<file path="config.mk">
export PLATFORM = sky130hd
export DESIGN_NAME = ascii_word_rx
export DESIGN_NICKNAME = d
export VERILOG_FILES = /design/src/rtl/ascii_msg_pkg.sv /design/src/rtl/word_matcher.sv /design/src/rtl/ascii_word_rx.sv
export SDC_FILE = /design/constraint.sdc
export NUM_CORES = 1
export LEC_CHECK = 0
export BUFFER_PORTS_ARGS = -buffer_cell sky130_fd_sc_hd__buf_2
export CAP_MARGIN = 25
export CORE_MARGIN = 5
export CORE_UTILIZATION = 54
export DETAILED_ROUTE_END_ITERATION = 6
export PLACE_DENSITY = 0.87
export SYNTH_ARGS = -nofsm -noshare
export SYNTH_HDL_FRONTEND = slang
export SYNTH_SLANG_ARGS = --single-unit
export TNS_END_PERCENT = 30
</file>
<file path="constraint.sdc">
create_clock -name clk -period 2.5 [get_ports clk]
set_input_delay 0.5 -clock clk [delete_from_list [all_inputs] [get_ports clk]]
set_output_delay 0.5 -clock clk [all_outputs]
set_load 0.01 [all_outputs]
</file>
<file path="src/rtl/ascii_msg_pkg.sv">
// ascii_msg_pkg: message constants and KMP failure tables shared by the ASCII generator and receiver
package ascii_msg_pkg;
    typedef logic [7:0] char_t;
    localparam int LEN_A = 9;
    localparam int LEN_B = 7;
    localparam char_t [0:LEN_A-1] WORD_A = {8'h47, 8'h75, 8'h61, 8'h74, 8'h65, 8'h6D, 8'h61, 8'h6C, 8'h61};
    localparam char_t [0:LEN_B-1] WORD_B = {8'h51, 8'h51, 8'h75, 8'h65, 8'h74, 8'h7A, 8'h61};
    localparam logic [0:LEN_A-1][3:0] FAIL_A = '0;
    localparam logic [0:LEN_B-1][3:0] FAIL_B = {4'd0, 4'd0, 4'd1, 4'd0, 4'd0, 4'd0, 4'd0};
endpackage

</file>
<file path="src/rtl/word_matcher.sv">
// word_matcher: streaming recogniser for one fixed word with single-step KMP fallback and saturating hit counter
module word_matcher
    import ascii_msg_pkg::*;
#(
    parameter int LEN = LEN_A,
    parameter char_t [0:LEN-1] WORD = WORD_A,
    parameter logic [0:LEN-1][3:0] FAIL = FAIL_A,
    parameter int COUNT_W = 8,
    localparam int IW = $clog2(LEN)
) (
    input  logic               clk,
    input  logic               reset,
    input  char_t              data,
    input  logic               valid,
    input  logic               clear,
    output logic               match,
    output logic [COUNT_W-1:0] count,
    output logic [IW-1:0]      progress
);
    logic [IW-1:0] idx, nxt, f;
    logic hit, done;
    always_comb begin
        f = IW'(FAIL[idx]);
        hit = data == WORD[idx];
        done = valid && hit && idx == IW'(LEN - 1);
        nxt = hit ? (done ? '0 : idx + 1'b1) :
              data == WORD[f] ? f + 1'b1 :
              data == WORD[0] ? IW'(1) : '0;
    end
    // clear has priority over a same-cycle completion; the pulse is unaffected
    always_ff @(posedge clk) begin
        if (reset) begin
            idx <= '0;
            match <= 1'b0;
            count <= '0;
        end else begin
            match <= done;
            if (valid) idx <= nxt;
            if (clear) count <= '0;
            else if (done && count != '1) count <= count + 1'b1;
        end
    end
    assign progress = idx;
endmodule

</file>
<file path="src/rtl/ascii_word_rx.sv">
// ascii_word_rx: recognises "Guatemala" and "QQuetza" in a byte stream with per-word pulses and counters
module ascii_word_rx
    import ascii_msg_pkg::*;
#(
    parameter int COUNT_W = 8
) (
    input  logic               clk,
    input  logic               reset,
    input  char_t              data_in,
    input  logic               data_valid,
    input  logic               clear_counts,
    output logic               match_a,
    output logic               match_b,
    output logic [COUNT_W-1:0] count_a,
    output logic [COUNT_W-1:0] count_b,
    output logic [3:0]         progress_a,
    output logic [2:0]         progress_b
);
    word_matcher #(.LEN(LEN_A), .WORD(WORD_A), .FAIL(FAIL_A), .COUNT_W(COUNT_W)) u_a (
        .clk(clk), .reset(reset), .data(data_in), .valid(data_valid), .clear(clear_counts),
        .match(match_a), .count(count_a), .progress(progress_a)
    );
    word_matcher #(.LEN(LEN_B), .WORD(WORD_B), .FAIL(FAIL_B), .COUNT_W(COUNT_W)) u_b (
        .clk(clk), .reset(reset), .data(data_in), .valid(data_valid), .clear(clear_counts),
        .match(match_b), .count(count_b), .progress(progress_b)
    );
endmodule

</file>
Word level (Yosys, flattened, before mapping)
Memories as Yosys holds them, arrays and structs flattened.
Cells that the tools add are included.
{"block": "totals", "elab_cells": 63, "mem_bits_ro": 480, "output_inout_bits": 25, "mem_count": 6, "in_bits": 12, "register_bits": 25}
{"memory": "(name not given)", "depth": 16, "word_bits": 8, "rd": 1, "rd_clocked_by_memory_dff": 0, "wr": 0, "line": "word_matcher.sv:24", "text": "hit = data == WORD[idx];"}
{"memory": "(name not given)", "depth": 16, "word_bits": 8, "rd": 1, "rd_clocked_by_memory_dff": 0, "wr": 0, "line": "word_matcher.sv:27", "text": "data == WORD[f] ? f + 1'b1 :"}
{"memory": "(name not given)", "depth": 8, "word_bits": 8, "rd": 1, "rd_clocked_by_memory_dff": 0, "wr": 0, "line": "word_matcher.sv:24"}
{"memory": "(name not given)", "depth": 8, "word_bits": 8, "rd": 1, "rd_clocked_by_memory_dff": 0, "wr": 0, "line": "word_matcher.sv:27"}
{"memory": "(name not given)", "depth": 16, "word_bits": 4, "rd": 1, "rd_clocked_by_memory_dff": 0, "wr": 0, "line": "word_matcher.sv:23", "text": "f = IW'(FAIL[idx]);"}
{"memory": "(name not given)", "depth": 8, "word_bits": 4, "rd": 1, "rd_clocked_by_memory_dff": 0, "wr": 0, "line": "word_matcher.sv:23"}
{"block": "op_classes", "bitwise": 4, "eq_ne": 10, "magnitude_cmp": 4, "reduce_logical": 7, "n_mux": 20, "n_addsub": 6}
{"op": "8-bit two-way mux", "n": 8}
{"op": "8-bit == test", "n": 4}
{"op": "4-bit two-way mux", "n": 5}
{"op": "8-bit by 1-bit adder with 8-bit output (second input constant)", "n": 2}
{"op": "8-bit by 7-bit == test with 1-bit output (second input constant)", "n": 2}
{"op": "8-bit != test (second input constant)", "n": 2}
{"op": "3-bit two-way mux", "n": 5}
{"op": "5-bit greater-or-equal comparator (second input constant)", "n": 2}
{"op": "4-bit inverter with 5-bit output", "n": 2}
{"op": "4-bit by 1-bit adder with 4-bit output (second input constant)", "n": 2}
{"op": "4-bit greater-or-equal comparator (second input constant)", "n": 2}
{"op": "3-bit inverter with 4-bit output", "n": 2}
{"op": "3-bit by 1-bit adder with 3-bit output (second input constant)", "n": 2}
{"op": "1-bit logical AND", "n": 6}
{"op": "4-bit == test (second input constant)", "n": 1}
{"op": "3-bit == test (second input constant)", "n": 1}
{"op": "1-bit two-way mux", "n": 2}
{"op": "2-bit OR reduction", "n": 1}

Depth between registers and ports, before layout
Gate-level depths: netlist of the first run.
{"block": "logic_depth", "depth_word": 11, "ltp_mapped": 10, "ltp_nobuf": 9}

Hierarchy
Synthesis of the first run repeated with hierarchy kept, for this count alone.
{"block": "hier_totals", "cells_unflattened": 221, "area_unflattened_um2": 1794.2}
{"mod": "word_matcher at u_a", "seq_area_each_um2": 260.2, "instances": 1, "area_per_inst_um2": 919.6, "cells_per_inst": 116}
{"mod": "word_matcher at u_b", "seq_area_each_um2": 240.2, "instances": 1, "area_per_inst_um2": 874.6, "cells_per_inst": 105}

Worst setup path after synthesis of the first run
Ideal clock, no wire load.
{"block": "synth_timing", "path_type": "reg-to-reg", "startpoint": "register u_b.idx[1] (netlist: u_b.progress[1])", "endpoint": "register u_b.count[6]", "setup_time_ns": 0.116, "synth_period_minus_slack_ns": 2.229, "t_arrival_ns": 2.113, "path_stages_with_launch": 10, "slack_ns": 0.271, "path_cell_list": "dfxtp_1 -> inv_1 -> ha_1 -> or3b_1 -> a21oi_1 -> o311ai_1 -> buf_2 -> nor3_2 -> a21oi_1 -> a31o_1"}
{"block": "synth_between", "elab_chain_cells": 8}
{"element": "start: declaration", "line": "word_matcher.sv:20", "text": "logic [IW-1:0] idx, nxt, f;"}
{"element": "start signal: assignment", "line": "word_matcher.sv:38", "text": "if (valid) idx <= nxt;"}
{"element": "3-bit inverter with 4-bit output (implied by the code)", "line": "word_matcher.sv:24"}
{"element": "memory read 8 x 8 bit"}
{"element": "8-bit two-way mux (implied by the code) (2 in series)", "line": "word_matcher.sv:24"}
{"element": "8-bit == test", "line": "word_matcher.sv:24"}
{"element": "1-bit logical AND", "line": "word_matcher.sv:25", "text": "done = valid && hit && idx == IW'(LEN - 1);"}
{"element": "1-bit logical AND *", "line": "word_matcher.sv:25"}
{"element": "1-bit logical AND *", "line": "word_matcher.sv:40", "text": "else if (done && count != '1) count <= count + 1'b1;"}
{"element": "end signal: assignment", "line": "word_matcher.sv:40"}
{"element": "end: declaration", "line": "word_matcher.sv:17", "text": "output logic [COUNT_W-1:0] count,"}
Every way passes the cells marked *; elsewhere a longest branch is shown, timed or not. The select of a mux whose other input is x is not followed.
A chain may end at the register's enable or synchronous reset.

Final worst setup path of the first run
{"block": "layout_timing", "startpoint": "register u_a.idx[1] (netlist: u_a.progress[1])", "endpoint": "register u_a.count[7]"}
{"block": "layout_between", "elab_chain_cells": 8}
{"element": "start: declaration", "line": "word_matcher.sv:20"}
{"element": "start signal: assignment", "line": "word_matcher.sv:38"}
{"element": "4-bit inverter with 5-bit output (implied by the code)", "line": "word_matcher.sv:24"}
{"element": "memory read 16 x 8 bit"}
{"element": "8-bit two-way mux (implied by the code) (2 in series)", "line": "word_matcher.sv:24"}
{"element": "8-bit == test", "line": "word_matcher.sv:24"}
{"element": "1-bit logical AND", "line": "word_matcher.sv:25"}
{"element": "1-bit logical AND *", "line": "word_matcher.sv:25"}
{"element": "1-bit logical AND *", "line": "word_matcher.sv:40"}
{"element": "end signal: assignment", "line": "word_matcher.sv:40"}
{"element": "end: declaration", "line": "word_matcher.sv:17"}
Marks and branches as above.

==> results of run 1 <==
[path summary, 6_finish.rpt]
kind | endpoint | slack, ns | cells after the start
worst max-delay path | u_a.count[7] | 0.19 | 9
worst min-delay path | u_a.progress[2] | 0.45 | 2
worst max register to register | u_a.count[7] | 0.19 | 9
worst min register to register | u_b.count[1] | 0.50 | 2
[stage by stage]
stage	cell area, um2	hold WS, ns	setup slack [ns]
global route	1900	0.435	0.0247
floorplan	1640	0.503	0.271
detailed placement	1850	0.489	0.0699
finish	1900	0.447	0.193
CTS	1880	0.448	0.0247
global placement	1850	0.480	0.0545
[worst max-delay path: cells and delay by family (launching register included)]
kind | cells | cell delay (ns)
xor+xnor | 1 | 0.17
buf+inv | 1 | 0.05
fa+ha+maj | 2 | 0.33
flops | 1 | 0.41
compound gates | 2 | 0.40
simple gates | 3 | 0.91
[power groups by stage]
stage                     clock network (mW)  registers [mW]  logic (mW)
after floorplan                            0           0.412      0.0409
after global placement                     0           0.411      0.0661
after detailed placement                   0           0.411      0.0683
after CTS                              0.202           0.402      0.0685
after global routing                   0.219           0.402      0.0778
final                                  0.196           0.401      0.0699
[flip-flops by register name, indices dropped and copies added, names as in the netlist]
signal        cells
u_a.count         8
u_a.match         1
u_a.progress      4
u_b.count         8
u_b.match         1
u_b.progress      3
[cell usage in the layout (no fill, tap or decap), types with 2 or more instances in the layout]
cell type and n:
a211oi_1 2, o21ai_0 4, dfxtp_2 2, and3_1 2
xnor2_1 7, o31ai_1 5, and4_1 2, nand3_1 14
nand2b_1 6, o21ai_1 4, nor2_1 20, mux2i_1 4
ha_1 11, nor3_2 2, nor3b_2 2, xor2_1 3
buf_2 36, or3b_1 2, a21oi_1 17, dfxtp_1 22
or3_1 5, and2_1 2, buf_4 4, nand2_1 20
clkbuf_4 3, inv_1 10, or4_1 4, nand4_1 3
nor3_1 2
[per-layer routing]
| layer | GRT usage | up-vias | wire, um |
|---|---|---|---|
| li1 | - | 806 | - |
| met1 | 0.215 | 747 | 1650 |
| met2 | 0.309 | 34 | 1860 |
| met3 | 0.0547 | 6 | 172 |
| met4 | 0.0699 | 0 | 37 |
| met5 | 0 | - | 0 |
[logic make-up after synthesis]
| kind of cell | after synthesis |
|---|---|
| compound gates | 40 |
| xor+xnor | 10 |
| fa+ha+maj | 11 |
| buf+inv | 18 |
| flops | 25 |
| mux | 4 |
| simple gates | 97 |
[timing repair]
item | CTS | global route
endpoints found under the setup margin | 0 | 7
hold endpoints to repair | 0 | 0
gates resized for setup | 0 | 7
[cell type report]
cell class | instances | share of cell area
flip-flops and latches | 25 | 0.266
repair buffers | 40 | 0.111
clock buffers | 3 | 0.0118
clock inverters | 1 | 0.00395
inverters | 10 | 0.0197
well taps | 33 | 0.0217
multi-input cells | 162 | 0.566
==> reports/metrics.yaml, run 1 <==
synthesis:
  synth_top_family_by_area: "simple AND/OR/NAND/NOR gates"
  yosysTopAreaCell: "dfxtp_1"
  synth_area_leaders: "dfxtp_1 (31%), ha_1 (8.4%), a21oi_1 (5.2%)"
  netlist.area_leader.share: 0.305
  synth.top_cells.by_count: "dfxtp_1 (25), nand2_1 (20), nor2_1 (20)"
  synth_fa_ha_area_frac: 0.0840
  syn-cell-area_um2: 1640
  synth_edf_count: 0
  synth_compound_area_frac: 0.153
  ys_ff_latch: 25
  yosys_warnings: 0
  synthFlopType: "dfxtp_1"
  synth_xor_area_frac: 0.0534
  yosys-mux-area-fraction: 0.0244
  syn_inst: 205
  syn_nets: 228
  synth_cell_types: 47
  postSynth.asyncResetShare: 0
  synth.avg_cell_area_um2: 8.00
  seq_area_frac_synth: 0.305
  synthSimpleGateAreaFrac: 0.331
  yosysMostFrequentCell: "dfxtp_1"
min_path:
  hold_class: "input port to flip-flop"
  hold_start: "reset"
grt:
  grt_pass1_vias: 1443
  grt_pass1_wl_um: 6140
  antenna_found_initial: 0
  grt_max_degree: 16
  track_usage: 0.182
  overflow: 0
clocking:
  clk_pin_slew_ns: 0.16
  clockBufferDepth: 2
  root_buffer: "clkbuf_4"
  postCtsHoldBufs: 0
  cts_tree: "done"
  insertion_delay_ns: 0.34
  h-tree-depth: 1
  clock_sinks: 25
  cts_setup_buffers: 0
  cts_buffers: 3
flow_run:
  max-cap-violations: 0
timing:
  max_freq_ghz: 0.434
  min_period_ns: 2.31
  skew_ns: 0.0163
  drv_slew: 0
  rsz0062_at_grt: "no"
  slew_headroom: 0.624
  hold_viol: 0
  period_share: 0.923
  tightest_slew_ns: 0.563
  setup_tns_ns: 0
  setup_viol: 0
power_and_ir_drop:
  ir_drop_uv: 353
  p_leak_nw: 0.760
  p_sw_frac: 0.270
  total_power_mw: 0.668
  p_seq_frac: 0.601
  switchingPower_mw: 0.180
  clkPwrFrac: 0.294
  power_frac_comb: 0.105
  p_int_mw: 0.488
  p_per_area_nw_per_um2: 351
place:
  port-buffer-count: 36
  dp_cells: 270
  place_congestion: 0.789
  hpwl_um: 2760
detailed_routing:
  first_pass_iters: 4
  routed-via-count: 1593
  wl_per_cell_um: 13.6
  drt.antenna.violating_nets: 0
  routed_wl_um: 3710
  drc: 0
  drt-initial-drc-count: 87
  viasPerCell: 5.81
worst_setup_path:
  r2r-start: "u_a.progress[1]"
  critPathKind: "flip-flop to flip-flop"
  cpPeakStageDelay_ns: 0.51
  crit_top_cell: "ha_1"
  crit_arrival_ns: 2.59
  slowest_stage: "or4_1"
  cp_cell_sequence: "ha_1, inv_1, ha_1, nor3_2, xor2_1, o2111a_2, nand4_4, or4_1, a21oi_1"
  start_kind: "flip-flop"
  startpoint: "u_a.progress[1]"
  cp_max_fo: 14
  crit_required_ns: 2.79
  worst_setup_path_end_kind: "flip-flop"
floorplan:
  io_pins: 37
  core_um2: 2980
  dieArea_um2: 4240
  fp.dieW_um: 65.1
  chipHeight_um: 65.1
  start_util: 0.550
  rows: 20
finish:
  seq_area_um2: 507
  n_antenna_cell: 0
  nFillCells: 272
  multi_input_area_um2: 1080
  fin_util: 0.639
  syn_to_final_growth_pct: 16.0
  drive_gt1_frac: 0.237
  nets: 265
  layout.cells.non_filler: 274
status:
  status: "finished, final reports clean"
No activity file was read; power rests on OpenSTA's default activity.
==> run 2, diff against run 1 <==
--- a/config.mk
+++ b/config.mk
@@ -7,6 +7,7 @@
 export LEC_CHECK = 0
 export BUFFER_PORTS_ARGS = -buffer_cell sky130_fd_sc_hd__buf_2
 export CAP_MARGIN = 25
+export CORE_ASPECT_RATIO = 0.6
 export CORE_MARGIN = 5
 export CORE_UTILIZATION = 54
 export DETAILED_ROUTE_END_ITERATION = 6
==> reports/metrics.yaml, run 2 (synthesis gave the netlist of run 1 again) <==
clocking:
  clock_sinks: 25  # unchanged
  post_cts_resized: 0  # unchanged
  cts_setup_buffers: 0  # unchanged
  h-tree-depth: 1  # unchanged
  insertion_delay_ns: 0.27  # -0.07 ns
  cts_tree: "done"
  postCtsHoldBufs: 0  # unchanged
  cts_buffers: 3  # unchanged
  clk_pin_slew_ns: 0.09  # -0.07 ns
  root_buffer: "clkbuf_8"
  clockBufferDepth: 2  # unchanged
timing:
  min_period_ns: 2.32  # +0.0149 ns
  setup_tns_ns: 0  # unchanged
  skew_ns: 0.00737  # -0.00894 ns
  max_freq_ghz: 0.431  # -0.64%
  period_share: 0.929  # +0.00595
  rsz0062_at_grt: "no"
  tightest_slew_ns: 0.553  # -0.00990 ns
  hold_viol: 0  # unchanged
  drv_slew: 0  # unchanged
  slew_headroom: 0.630  # +0.00661
  setup_viol: 0  # unchanged
finish:
  fin_util: 0.664  # +0.0250
  seq_area_um2: 505  # -0.25%
  syn_to_final_growth_pct: 17.0
  layout_commonest_cell: "buf_2"
  multi_input_area_um2: 1070  # -0.93%
  nets: 265  # unchanged
  final_cell_mix: "buf_2 (36), dfxtp_1 (23), nand2_1 (20), nor2_1 (20), a21oi_1 (17)"
  n_antenna_cell: 0  # unchanged
  nFillCells: 263  # -3.3%
  drive_gt1_frac: 0.224  # -0.0124
detailed_routing:
  routed-via-count: 1601  # +0.50%
  drt-initial-drc-count: 92  # +5.7%
  viasPerCell: 5.66  # -2.7%
  wl_per_cell_um: 14.4  # +6.2%
  first_pass_iters: 4  # unchanged
  drt.antenna.violating_nets: 0  # unchanged
  routed_wl_um: 4080  # +9.7%
  drc: 0  # unchanged
floorplan:
  start_util: 0.567  # +0.0167
  core_um2: 2890  # -2.9%
  chipHeight_um: 52.7  # -19%
  io_pins: 37  # unchanged
  dieArea_um2: 4270  # +0.85%
  rows: 15  # -25%
  fp.dieW_um: 81.1  # +25%
worst_setup_path:
  crit_required_ns: 2.71  # -0.08 ns
  cp_max_fo: 14  # unchanged
  start_kind: "flip-flop"
  worst_setup_path_end_kind: "flip-flop"
  r2r-start: "u_a.progress[0]"
  critPathKind: "flip-flop to flip-flop"
  startpoint: "u_a.progress[0]"
  crit_arrival_ns: 2.53  # -0.06 ns
grt:
  grt_pass1_wl_um: 6450  # +5.0%
  grt_pass1_vias: 1376  # -4.6%
  antenna_found_initial: 0  # unchanged
  grt_max_degree: 15  # -1
  track_usage: 0.196  # +0.0141
  overflow: 0  # unchanged
power_and_ir_drop:
  ir_drop_uv: 212  # -40%
  p_leak_nw: 0.763  # +0.43%
  p_per_area_nw_per_um2: 373  # +6.2%
place:
  place_congestion: 0.786  # -0.29%
  port-buffer-count: 36  # unchanged
  hpwl_um: 3100  # +12%
status:
  status: "finished, final reports clean"
min_path:
  hold_start: "u_a.count[1]"
  hold_class: "flip-flop to flip-flop"
flow_run:
  max-cap-violations: 0  # unchanged
-- run 2: cell count changes in the layout (fill, tap and decap cells not counted) --
| cell | previous run | this run |
|---|---|---|
| nor3_1 | 2 | 3 |
| nor3b_1 | 1 | 2 |
| dfxtp_2 | 2 | 1 |
| clkinv_2 | 0 | 1 |
| dfxtp_1 | 22 | 23 |
| clkbuf_4 | 3 | 0 |
| nor3_2 | 2 | 1 |
| clkinvlp_4 | 1 | 0 |
| clkbuf_8 | 0 | 3 |
| nor3b_2 | 2 | 1 |
-- run 2: path summary, 6_finish.rpt --
path | endpoint | slack, ns | depth (start not counted)
hold reg to reg | u_a.count[1] | 0.49 | 2
hold / removal | u_a.count[1] | 0.49 | 2
setup reg to reg | u_a.count[7] | 0.18 | 8
setup / recovery | u_a.count[7] | 0.18 | 8
-- run 2: cell type report --
type                       instances  share of cell area
sequential                        25               0.264
clock inverter                     1             0.00261
multi-input combinational        162               0.556
inverter                          10              0.0196
tap                               42              0.0274
clock buffer                       3              0.0215
timing repair buffer              40               0.110
-- run 2: layer usage --
| layer | global-route usage | wire length (um) | up-vias |
|---|---|---|---|
| li1 | - | - | 809 |
| met1 | 0.277 | 1960 | 740 |
| met2 | 0.308 | 1880 | 48 |
| met3 | 0.0481 | 211 | 4 |
| met4 | 0.0281 | 26 | 0 |
| met5 | 0 | 0 | - |
-- run 2: worst max-delay path: stages, from the launching register on --
cell and delay (ns):
dfxtp_4 0.38, inv_1 0.08, ha_1 0.21, nor3b_1 0.26, mux2i_1 0.23, o2111a_2 0.26
nand4_4 0.19, or4_1 0.51, a21oi_1 0.14
-- run 2: power breakdown --
part	switching, mW	internal [mW]	leakage (nW)	total [mW]
clock network	0.132	0.112	0.0255	0.244
registers	0.00196	0.399	0.203	0.401
logic	0.0446	0.0262	0.535	0.0707
total	0.179	0.537	0.763	0.715
-- run 2: through the flow --
stage                     instance area, um2  setup WS (ns)  hold slack [ns]  cells  total power, mW
after floorplan                         1640          0.271            0.503    205            0.453
after global placement                  1860          0.147            0.479    279            0.477
after detailed placement                1860         0.0128            0.480    279            0.480
after CTS                               1910         0.0709            0.493    283            0.721
after global routing                    1920        0.00943            0.524    283            0.746
final                                   1920          0.178            0.488    283            0.715
